[config.mk]
export PLATFORM = sky130hd
export DESIGN_NAME = baud_tick_gen
export DESIGN_NICKNAME = d
export VERILOG_FILES = /design/src/rtl/baud_tick_gen.sv
export SDC_FILE = /design/constraint.sdc
export NUM_CORES = 1
export LEC_CHECK = 0
export CORE_AREA = 2 2 87 89
export DETAILED_ROUTE_END_ITERATION = 7
export DIE_AREA = 0 0 89 91
export PLACE_DENSITY = 0.73
export REMOVE_ABC_BUFFERS = 1
export SLEW_MARGIN = 20
export SYNTH_ARGS = -nofsm -noshare
export SYNTH_HDL_FRONTEND = slang
export SYNTH_SLANG_ARGS = --single-unit
[constraint.sdc]
create_clock -name baud_clk_in -period 4.4 [get_ports baud_clk_in]
set_input_delay 0.88 -clock baud_clk_in [delete_from_list [all_inputs] [get_ports baud_clk_in]]
set_output_delay 0.88 -clock baud_clk_in [all_outputs]
set_load 0.01 [all_outputs]
[src/rtl/baud_tick_gen.sv]
`default_nettype none
// ============================================================================
// Module   : baud_tick_gen
// Purpose  : Baud-rate tick generator for the serial ADC link. Produces
//            single-cycle enables at OVERSAMPLE x baud, plus a mid-bit sample
//            pulse and a bit-boundary pulse. The divisor is fixed point
//            {int,frac} and can be changed at runtime. A resync request
//            realigns the phase to a start-bit edge.
// Ports    : baud_clk_in  - system clock (rising edge)
//            reset_n      - asynchronous active-low reset
//            enable       - count enable; low freezes all state
//            resync       - one-cycle phase realign request
//            div_wr       - one-cycle divisor write strobe
//            div_in       - new divisor {int[DIV_W], frac[FRAC_W]}
//            div_q        - active divisor readback
//            div_err      - pulse: last div_wr rejected (int < 2)
//            os_tick      - oversample enable pulse
//            sample_tick  - mid-bit pulse
//            bit_tick     - bit-boundary pulse
// Config   : BAUD_FRAC_EN - when defined, the fractional accumulator is
//            built; otherwise the period is always the integer divisor.
// Revision : 1.0 - initial release
// ============================================================================
module baud_tick_gen #(
  parameter int CLK_HZ       = 50000000,
  parameter int BAUD_DEFAULT = 9600,
  parameter int OVERSAMPLE   = 16,
  parameter int DIV_W        = 16,
  parameter int FRAC_W       = 4
) (
  input  logic                    baud_clk_in,
  input  logic                    reset_n,
  input  logic                    enable,
  input  logic                    resync,
  input  logic                    div_wr,
  input  logic [DIV_W+FRAC_W-1:0] div_in,
  output logic [DIV_W+FRAC_W-1:0] div_q,
  output logic                    div_err,
  output logic                    os_tick,
  output logic                    sample_tick,
  output logic                    bit_tick
);

  localparam int DW    = DIV_W + FRAC_W;
  localparam int OSC_W = $clog2(OVERSAMPLE);

  // Rounded reset divisor: (2*num + den) / (2*den).
  localparam longint unsigned BAUD_OS = longint'(BAUD_DEFAULT) * longint'(OVERSAMPLE);
  localparam longint unsigned D0_RAW  =
    ((longint'(CLK_HZ) << (FRAC_W + 1)) + BAUD_OS) / (2 * BAUD_OS);

`ifdef BAUD_FRAC_EN
  localparam logic [DW-1:0] FRAC_MASK = {DW{1'b1}};
`else
  // Without the accumulator the fraction field is stored as zero.
  localparam logic [DW-1:0] FRAC_MASK = {DW{1'b1}} << FRAC_W;
`endif

  localparam logic [DW-1:0]    D0       = DW'(D0_RAW) & FRAC_MASK;
  localparam logic [OSC_W-1:0] OSC_MID  = OSC_W'(OVERSAMPLE / 2 - 1);
  localparam logic [OSC_W-1:0] OSC_LAST = OSC_W'(OVERSAMPLE - 1);

  logic [DIV_W-1:0] cnt_q, cnt_d;
  logic [OSC_W-1:0] osc_q, osc_d;
  logic [DW-1:0]    div_act_q, div_act_d;
  logic [DW-1:0]    div_p_q, div_p_d;
  logic             pend_q, pend_d;
  logic             os_tick_q, sample_tick_q, bit_tick_q, div_err_q;

  logic             carry;
  logic             apply;
  logic             terminal;
  logic             wr_ok;
  logic [DW-1:0]    wr_val;
  logic [DIV_W-1:0] period_last;

  assign wr_ok  = div_wr && (div_in[DW-1:FRAC_W] >= DIV_W'(2));
  assign wr_val = div_in & FRAC_MASK;

  // Last count of the current period: N-1, or N when the previous tick
  // carried out of the accumulator. >= keeps the counter safe if a smaller
  // divisor was loaded while the count was held.
  assign period_last = div_act_q[DW-1:FRAC_W] + {{(DIV_W-1){1'b0}}, carry} - DIV_W'(1);
  assign terminal    = enable && !resync && (cnt_q >= period_last);

  always_comb begin
    cnt_d     = cnt_q;
    osc_d     = osc_q;
    div_act_d = div_act_q;
    div_p_d   = div_p_q;
    pend_d    = pend_q;
    apply     = 1'b0;

    if (wr_ok) begin
      div_p_d = wr_val;
      pend_d  = 1'b1;
    end

    if (resync) begin
      // Realign phase; a pending (or simultaneous) divisor takes effect now.
      cnt_d  = '0;
      osc_d  = '0;
      pend_d = 1'b0;
      if (wr_ok) begin
        div_act_d = wr_val;
      end else if (pend_q) begin
        div_act_d = div_p_q;
      end
    end else if (!enable) begin
      // Counters are frozen, so a new divisor can be applied straight away.
      if (wr_ok) begin
        div_act_d = wr_val;
        pend_d    = 1'b0;
        apply     = 1'b1;
      end
    end else if (terminal) begin
      cnt_d = '0;
      osc_d = osc_q + OSC_W'(1);
      // Divisor changes land on a period boundary; a write in this very
      // cycle bypasses the pending register.
      if (wr_ok) begin
        div_act_d = wr_val;
        pend_d    = 1'b0;
        apply     = 1'b1;
      end else if (pend_q) begin
        div_act_d = div_p_q;
        pend_d    = 1'b0;
        apply     = 1'b1;
      end
    end else begin
      cnt_d = cnt_q + DIV_W'(1);
    end
  end

`ifdef BAUD_FRAC_EN
  logic [FRAC_W-1:0] acc_q, acc_d;
  logic              carry_q, carry_d;

  always_comb begin
    acc_d   = acc_q;
    carry_d = carry_q;
    if (resync || apply) begin
      acc_d   = '0;
      carry_d = 1'b0;
    end else if (terminal) begin
      {carry_d, acc_d} = {1'b0, acc_q} + {1'b0, div_act_q[FRAC_W-1:0]};
    end
  end

  always_ff @(posedge baud_clk_in or negedge reset_n) begin
    if (!reset_n) begin
      acc_q   <= '0;
      carry_q <= 1'b0;
    end else begin
      acc_q   <= acc_d;
      carry_q <= carry_d;
    end
  end

  assign carry = carry_q;
`else
  assign carry = 1'b0;
`endif

  always_ff @(posedge baud_clk_in or negedge reset_n) begin
    if (!reset_n) begin
      cnt_q         <= '0;
      osc_q         <= '0;
      div_act_q     <= D0;
      div_p_q       <= D0;
      pend_q        <= 1'b0;
      os_tick_q     <= 1'b0;
      sample_tick_q <= 1'b0;
      bit_tick_q    <= 1'b0;
      div_err_q     <= 1'b0;
    end else begin
      cnt_q         <= cnt_d;
      osc_q         <= osc_d;
      div_act_q     <= div_act_d;
      div_p_q       <= div_p_d;
      pend_q        <= pend_d;
      // Tick decodes use the os count before it advances.
      os_tick_q     <= terminal;
      sample_tick_q <= terminal && (osc_q == OSC_MID);
      bit_tick_q    <= terminal && (osc_q == OSC_LAST);
      div_err_q     <= div_wr && !wr_ok;
    end
  end

  assign div_q       = div_act_q;
  assign div_err     = div_err_q;
  assign os_tick     = os_tick_q;
  assign sample_tick = sample_tick_q;
  assign bit_tick    = bit_tick_q;

endmodule
`default_nettype wire

==> summary.md <==
| Metric | Value |
|---|---|
| Root Buffer | `clkbuf_8` |
| Yosys warning count | `0` |
| Status | `completed` |
| Layout fillers | `about 650` |
| Synthesized area per cell | `~9.4 µm²` |
| Final worst-path setup slack | `around 0.6 ns` |
| Setup bufs post-CTS | `0` |
| Post-synth EDFFs | `0` |
| Cells after DPL | `a little over 500` |
| Hold buffers post-CTS | `0` |
| Combinational Power Share | `approximately a fifth` |
| HP Class | `flip-flop to flip-flop` |
| Area growth from synthesis to final layout | `20.5%` |
| Most frequent cells in the layout | `56 x nand2_1, 53 x dfrtp_1, 43 x clkdlybuf4s50_1` |
| Clk_lat worst skew | `0.34 ns` |
| Placed Area | `about 4000 µm²` |
| Final Hold Vio Count | `0` |
| Peak Freq | `263 MHz` |
| N_diodes | `0` |
| R2R cell count | `13` |
| Fin area | `roughly 4200 µm²` |
| Netlist cell types | `47` |
| Fin crit period | `3.80 ns` |
| Resized cells post-CTS | `0` |
| WP data arrival | `about 4.0 ns` |
| Internal Power | `just over 0.001 W` |
| CP Data Required Time | `between 4 and 5 ns` |
| CTS sink count | `61` |
| Die Span Y | `91 µm` |
| Largest net degree at the start of global routing | `42` |
| Tot Pwr | `0.00149 W` |
| Worst-Margin Slew | `0.860 ns` |
| Max-Cap Viols | `0` |
| Vias in the first global route | `2,989` |
| Post-synth ARST share | `100%` |
| Die width | `between 80 and 90 µm` |
| Die area | `8100 µm²` |
| Antenna violations before repair | `0` |
| Clock tree from TritonCTS | `done` |
| Crit Path Class | `flip-flop to flip-flop` |
| Sequential Power Share | `45.0%` |
| Drt wl/cell | `16.1 µm` |
| Unrepaired setup endpoints after global routing | `no` |
| Leakage Power | `1.88 nW` |
| Crit-path slowest cell | `dfrtp_1` |
| CTS clk-pin slew, worst paths | `roughly 0.080 ns` |
| Final Max Tran Viols | `0` |
| H-tree depth | `3` |
| Worst path max stage delay | `0.47 ns` |
| Final setup violation count | `0` |
| Hold depth | `2` |
| Layout Cells excl Fill | `just over 500` |
| Crit end category | `flip-flop` |
| Dominant synthesized flop cell | `dfrtp_1` |
| CP cell instances | `nor3_1, nand2b_1, nor2_1, nand3_1, nor4_1, xnor2_1, ha_1, nand4_1, nor3_1, nor4b_2, or3_4, o21ai_2, a22o_1` |
| Initial Utilization | `approximately half` |
| Cells after synthesis | `373` |
| Total wire length | `8.37 mm` |
| Drt initial violations | `120` |
| Net Sw Power | `between 0.0004 and 0.0005 W` |
| Max VDD drop | `0.215 mV` |
| DRC | `0` |
| DRT Pass-1 Iters | `4` |
| Clock skew | `0.0131 ns` |
| # IOs | `49` |
| Slew HR | `42.6%` |
| Via count | `~3,000` |
| PD cells | `about 350 nW/µm²` |
| Num CTS Buffers | `9` |
| Detailed Place HPWL | `5.96 mm` |
| Final GP Congestion | `0.789` |
| Worst Setup Start Kind | `flip-flop` |
| Period utilisation layout | `between 80% and 90%` |
| First-pass GRT wire length | `14.2 mm` |
| Fin Setup TNS | `0 ns` |
| Place WS | `0.639 ns` |
| Final layout net count | `~460` |
| CP max FO | `16` |
| Commonest non-fill, non-tap cell in the layout | `nand2_1` |
| Core footprint | `7140 µm²` |
| Avg Vias per Cell | `5.70` |
| Port Buffers | `44` |
| Seq cells post-synth | `61` |
| Max Root-Sink Buffers | `2` |
| # rows | `31` |
| Total GRT Usage | `22.6%` |
| Switching Share | `30.3%` |
| Share of cells above drive strength 1 | `9.29%` |
| Grt ovf | `0` |
| Antenna viol nets, final | `0` |
| Synth Cell Area | `3500 µm²` |
| Top cell by count, worst path | `nor3_1` |
| Sequential share of the synthesized area | `43.9%` |
| Clock Power Share | `35.2%` |
## final timing paths
check                      slack, ns     endpoint        from
min in group asynchronous       0.49     div_q[3]     reset_n
hold / removal                  0.47   div_p_q[6]  div_p_q[6]
max in group asynchronous       2.98  div_p_q[10]     reset_n
setup / recovery                0.60    div_q[13]    div_q[7]
setup reg to reg                0.60    div_q[13]    div_q[7]
hold reg to reg                 0.47   div_p_q[6]  div_p_q[6]
## Yosys cell counts (7+ instances only)
| library cell | instances | area share [%] |
|---|---|---|
| nor4_1 | 7 | 1.3 |
| ha_1 | 19 | 6.8 |
| xnor2_1 | 9 | 2.3 |
| and2_1 | 8 | 1.4 |
| nand3_1 | 11 | 1.6 |
| o21ai_0 | 24 | 3.4 |
| a21oi_1 | 20 | 2.9 |
| mux2i_1 | 13 | 3.7 |
| and3_1 | 9 | 1.6 |
| dfrtp_1 | 53 | 38 |
| inv_1 | 11 | 1.2 |
| dfstp_2 | 8 | 6.0 |
| a22o_1 | 14 | 3.5 |
| a31oi_1 | 8 | 1.4 |
| clkbuf_1 | 10 | 1.1 |
| nand2b_1 | 9 | 1.6 |
| nor2_1 | 17 | 1.8 |
| nand2_1 | 56 | 6.0 |
## power groups by stage
stage | sequential, W | clock (W) | combinational (W)
detailed placement | 0.000679 | 0 | 0.000297
finish | 0.000671 | 0.000525 | 0.000296
floorplan | 0.000673 | 0 | 0.000164
global route | 0.000679 | 0.000557 | 0.000335
global placement | 0.000678 | 0 | 0.000287
CTS | 0.000669 | 0.000531 | 0.000299
## area by class of cell
| class | count | area, µm² | area share [%] |
|---|---|---|---|
| multi-input cells | 281 | 1820 | 43.2 |
| flip-flops and latches | 61 | 1540 | 36.4 |
| repair buffers | 50 | 480 | 11.4 |
| clock buffers | 10 | 138 | 3.27 |
| well taps | 99 | 124 | 2.94 |
| clock inverters | 6 | 70.1 | 1.66 |
| inverters | 12 | 45.0 | 1.07 |
## layer usage
layer / part of all wire (%) / up-vias / GRT usage (%) / routed length [µm]
met5: 0 / - / 0 / 0
met4: 1.7 / 0 / 8.71 / 139
met3: 3.7 / 11 / 4.27 / 312
met2: 51 / 57 / 37.1 / 4240
met1: 44 / 1458 / 29.3 / 3680
li1: - / 1431 / - / -
## sequential cells by signal, summed over array words and instances, names as in the netlist
name / cells
cnt_q: 16
div_err: 1
div_q: 20
os_tick: 1
div_p_q: 16
sample_tick: 1
bit_tick: 1
osc_q: 4
pend_q: 1
## cell families after synthesis
kind of cell	share of synthesized area, %
xor+xnor	3.76
buf+inv	3.97
flops	43.9
mux	3.72
compound gates	17.7
fa+ha+maj	6.80
simple gates	20.1
## through the flow
| step | hold WS (ns) | util, % |
|---|---|---|
| finish | 0.467 | 59.1 |
| global route | 0.486 | 59.1 |
| global placement | 0.447 | 56.2 |
| floorplan | 0.439 | - |
| CTS | 0.466 | 59.1 |
| detailed placement | 0.453 | 56.2 |
## worst max-delay path: cells and delay by family (launching register included)
| family | cells | cell delay, ns |
|---|---|---|
| AO/OA/AOI/OAI | 2 | 0.57 |
| XOR/XNOR | 1 | 0.11 |
| adder cells (fa/ha/maj) | 1 | 0.30 |
| flip-flops | 1 | 0.47 |
| AND/OR/NAND/NOR | 9 | 2.22 |
Note: power is estimated with default switching activity, not from simulation.
==> edit 1 (same settings) <==
Add a define of `BAUD_FRAC_EN`.
--- a/src/rtl/baud_tick_gen.sv
+++ b/src/rtl/baud_tick_gen.sv
@@ -21,6 +21,8 @@
 //            built; otherwise the period is always the integer divisor.
 // Revision : 1.0 - initial release
 // ============================================================================
+`define BAUD_FRAC_EN
+
 module baud_tick_gen #(
   parameter int CLK_HZ       = 50000000,
   parameter int BAUD_DEFAULT = 9600,
Check against the original RTL: not equivalent (a bounded check fails within 4 cycles, from zero or initial values and one cycle with reset_n low).
==> edit 1 against the original RTL <==
Critical endpoint unchanged; largest power group unchanged; power up 11%; design area up 22%; global-route usage up 2.3 points; area after synthesis up 26%; wire length up 14%; clock power up 4.6%; die area unchanged; worst setup slack worse by 0.20 ns; sequential cell count up 9.
==> edit 1: results (changes against the original RTL) <==
Outcome -> complete, no violations
Worst skew pair latency -> 0.36 ns (+0.02 ns)
EDFF count, synth -> 0 (unchanged)
Drt total wl -> 9540 um (+14%)
CTS Buf Count -> 9 (unchanged)
Clk slew on worst S/H paths -> 0.08 ns (about the same)
Met2 WL -> 4440 um (+4.9%)
DR vias -> 3478 (+18%)
Area contributors post-synth -> dfrtp_1 34%, ha_1 6.8%, o221ai_2 6.8%
N_diodes -> 0 (unchanged)
CTS root buf -> clkbuf_8
Largest net degree at the start of global routing -> 61 (+45%)
Max layer used -> met4
Async set-reset flop share out of synthesis -> 100% (unchanged)
Post-synthesis sequential area ratio -> 40.1% (-3.9 points)
Top Family by Delay on Critical Path -> simple AND/OR/NAND/NOR gates
Clk_skew -> 0.00877 ns (-0.00436 ns)
HPWL after DPL -> 6770 um (+14%)
First drt pass iteration count -> 4 (unchanged)
Clock buffer depth -> 2 (unchanged)
Slowest-stage cell, CP -> or4_4
Worst vdd ir -> 0.239 mV (+11%)
Share of cells above drive strength 1 -> 17.8% (+8.5 points)
Leak -> 2.07 nW (+10%)
Worst Path Arrival -> 4.22 ns (+0.20 ns)
GRT Resource Usage Total -> 24.9% (+2.3 points)
# resized after CTS -> 0 (unchanged)
Post-CTS setup buffer count -> 0 (unchanged)
Post-synth cell types -> 51 (+8.5%)
Gp weighted congestion -> 0.842 (+6.8%)
Crit path largest cell delay -> 0.57 ns (+0.10 ns)
First-pass GRT wire length -> 15700 um (+11%)
Synth Instances -> 432 (+16%)
Filler instances -> 598 (-8.4%)
Post-DR wirelength/cell -> 16.5 um (+2.5%)
Max FO, Critical Path -> 21 (+5)
Final Slew Violations -> 0 (unchanged)
Antenna violations before repair -> 0 (unchanged)
Worst slew pin tran -> 0.893 ns (+0.0331 ns)
Fin nets -> 523 (+14%)
WL met1 -> 4570 um (+24%)
WL met3 -> 377 um (+21%)
Clk sinks -> 70 (+15%)
GR Util met3 -> 7.18% (+2.9 points)
Most common library cells after synthesis -> 60 x dfrtp_1, 40 x nor2_1, 35 x o21ai_0
HP Class -> reg2reg
First DRT Iteration DRCs -> 146 (+22%)
M2 GR Usage -> 37.8% (+0.68 points)
Vias in the first global route -> 3250 (+8.7%)
Cells after DPL -> 561 (+12%)
PortBufs -> 48 (+9.1%)
GR Util met1 -> 34.6% (+5.3 points)
[edit 1: changes by cell type in the layout (fill, tap and decap cells not counted), sizes merged, moves of 12 or more]
cell,before,now
o221ai,0,40
nand3b,1,21
nand2,56,21
mux2i,13,1
a22o,14,0
mux2,0,20
nor2,17,40
[edit 1: cells by family (layout without fill, tap and decap cells)]
family | Yosys count | count (layout) | share of synthesized area, %
fa+ha+maj | 25 | 25 | 7.28
flops | 70 | 70 | 40.1
compound gates | 112 | 112 | 21.5
mux | 21 | 21 | 5.34
simple gates | 148 | 148 | 18.3
buf+inv | 38 | 84 | 3.98
xor+xnor | 18 | 18 | 3.58
[edit 1: cell type report]
cell class	instances	area [sq um]	share of cell area, %
multi-input cells	324	2480	48.1
flip-flops and latches	70	1760	34.2
clock inverters	5	56.3	1.09
inverters	12	45.0	0.874
repair buffers	56	536	10.4
well taps	99	124	2.40
clock buffers	11	151	2.94
[edit 1: worst paths after layout]
check / cells after the start / endpoint / slack [ns] / from
max: 12 / div_q[13] / 0.40 / div_q[7]
min: 1 / div_p_q[19] / 0.50 / div_p_q[19]
min in group asynchronous: 1 / cnt_q[11] / 0.61 / reset_n
max reg2reg: 12 / div_q[13] / 0.40 / div_q[7]
max in group asynchronous: 2 / div_q[6] / 2.78 / reset_n
min reg2reg: 1 / div_p_q[19] / 0.50 / div_p_q[19]
[edit 1: through the flow]
step | cell area, sq um | setup slack (ns)
3_5_place_dp | 4940 | 0.444
5_1_grt | 5150 | 0.179
2_1_floorplan | 4270 | -0.0345
3_3_place_gp | 4940 | 0.559
4_1_cts | 5150 | 0.404
6_report | 5150 | 0.401
[edit 1: power breakdown]
group | internal (mW) | switching (mW)
registers | 0.699 | 0.0641
logic | 0.176 | 0.169
clock network | 0.293 | 0.256
==> edit 2 (same settings) <==
Without the edit above. Put one more register stage on the output `div_q`, cleared by the reset. The value now appears one clock later. The other outputs are not delayed to match.
--- a/src/rtl/baud_tick_gen.sv
+++ b/src/rtl/baud_tick_gen.sv
@@ -187,7 +187,13 @@
     end
   end
 
-  assign div_q       = div_act_q;
+  always_ff @(posedge baud_clk_in or negedge reset_n) begin
+    if (!reset_n) begin
+      div_q <= '0;
+    end else begin
+      div_q <= div_act_q;
+    end
+  end
   assign div_err     = div_err_q;
   assign os_tick     = os_tick_q;
   assign sample_tick = sample_tick_q;
Behaviour: not the same (a bounded check fails within 4 cycles, from zero or initial values and one cycle with reset_n low).
==> edit 2 against the original RTL <==
Worst setup slack lost 0.085 ns; sequential cell count grew 20; die area is the same; wire length grew 0.35%; first-iteration DRC count grew 38%; non-clock buffer count shrank 1; maximum frequency shrank 2.2%; via count grew 4.5%; utilization grew 7.1 points; design area grew 12%; area after synthesis grew 14%; power grew 18%; critical endpoint is now cnt_q[12].
==> edit 2: results (changes against the original RTL) <==
Worst Path Arrival -> 4.10 ns (+0.08 ns)
Share of cells above drive strength 1 -> 7.92% (-1.4 points)
Fin nets -> 481 (+4.8%)
Filler instances -> 591 (-9.5%)
HPWL after DPL -> 5800 um (-2.8%)
PortBufs -> 44 (unchanged)
Async set-reset flop share out of synthesis -> 100% (unchanged)
Hold_buf cts -> 0 (unchanged)
First DRT Iteration DRCs -> 165 (+38%)
GRT Residual Overflow -> 0 (unchanged)
Clk slew on worst S/H paths -> 0.08 ns (about the same)
Worst vdd ir -> 0.194 mV (-10%)
H-tree depth -> 3 (unchanged)
CTS Buf Count -> 9 (unchanged)
Largest regs -> div_act_q x20, div_q x20
Antenna violations before repair -> 0 (unchanged)
Flop2flop setup slack -> 0.52 ns (-0.08 ns)
Most common library cells after synthesis -> 73 x dfrtp_1, 60 x nand2_1, 26 x o21ai_0
Relative slew slack -> 37.3% (-5.4 points)
CTS root buf -> clkbuf_8
Outcome -> complete, no violations
Crit path largest cell delay -> 0.59 ns (+0.12 ns)
Slowest-stage cell, CP -> or4_4
Yosys warning count -> 0 (unchanged)
Clock buffer depth -> 2 (unchanged)
Post-synth cell types -> 42 (-11%)
HP Class -> reg2reg
Post-DR wirelength/cell -> 15.5 um (-3.7%)
Area contributors post-synth -> dfrtp_1 46%, ha_1 6.0%, nand2_1 5.6%
Share of the synthesized area in the top cell type -> 45.8% (+7.9 points)
First drt pass iteration count -> 4 (unchanged)
Vias in the first global route -> 3045 (+1.9%)
Largest net degree at the start of global routing -> 82 (+95%)
Post-CTS setup buffer count -> 0 (unchanged)
Gp weighted congestion -> 0.783 (-0.66%)
Worst skew pair latency -> 0.35 ns
Min-delay src -> div_act_q[3]
First-pass GRT wire length -> 14800 um (+4.0%)
GRT Resource Usage Total -> 23.4% (+0.76 points)
Post-synthesis sequential area ratio -> 51.1% (+7.1 points)
# resized after CTS -> 0 (unchanged)
Max FO, Critical Path -> 28 (+12)
DR vias -> 3090 (+4.5%)
Clk_skew -> 0.00846 ns (-0.00468 ns)
Leak -> 2.07 nW (+10%)
N_diodes -> 0 (unchanged)
Crit. Startpoint -> div_act_q[8]
## edit 2: area by class of cell
| class | count | area share [%] |
|---|---|---|
| Timing Repair Buffer | 49 | 10.1 |
| Clock buffer | 11 | 2.99 |
| Inverter | 13 | 1.03 |
| Clock inverter | 5 | 1.70 |
| Tap cell | 99 | 2.62 |
| Sequential cell | 81 | 43.1 |
| Multi-Input combinational cell | 283 | 38.4 |
## edit 2: path summary, 6_finish.rpt
kind                             endpoint  depth (start not counted)
worst min register to register   div_q[3]                          0
max in group asynchronous       div_q[19]                          1
worst max register to register  cnt_q[12]                         13
min in group asynchronous        div_q[3]                          1
worst min-delay path             div_q[3]                          0
worst max-delay path            cnt_q[12]                         13
## edit 2: routing by layer
layer	GRT usage [%]	wire length [um]	up-vias
met5	0	0	-
met4	8.08	176	0
met3	3.18	370	19
met2	37.6	4110	85
met1	32.4	3740	1493
li1	-	-	1493
## edit 2: power breakdown
part	internal (mW)	total, mW	switching [mW]
Combinational	0.146	0.290	0.144
Sequential	0.812	0.880	0.0677
Clock	0.334	0.591	0.257
Total	1.29	1.76	0.468
## edit 2: worst max-delay path, delay by kind of cell (launching register included)
kind,cells,cell delay (ns)
XOR/XNOR,1,0.16
AND/OR/NAND/NOR,9,2.48
flip-flops,1,0.46
AO/OA/AOI/OAI,2,0.34
adder cells (fa/ha/maj),1,0.32
## edit 2: cells by family after synthesis
group,count (synthesis),share of synthesized area (%)
compound gates,87,14.3
xor+xnor,14,3.07
fa+ha+maj,19,5.96
buf+inv,32,3.57
flops,81,51.1
mux,17,4.26
simple gates,146,17.8
## edit 2: through the flow
step / instance area, sq um / hold WS [ns] / worst slack [ns] / util (%) / std cells
global route: 4720 / 0.391 / 0.129 / 66.2 / 541
floorplan: 3900 / 0.347 / 0.602 / - / 377
detailed placement: 4500 / 0.359 / 0.335 / 63.0 / 525
CTS: 4720 / 0.380 / 0.313 / 66.1 / 541
global placement: 4500 / 0.357 / 0.381 / 63.0 / 525
finish: 4720 / 0.377 / 0.517 / 66.2 / 541
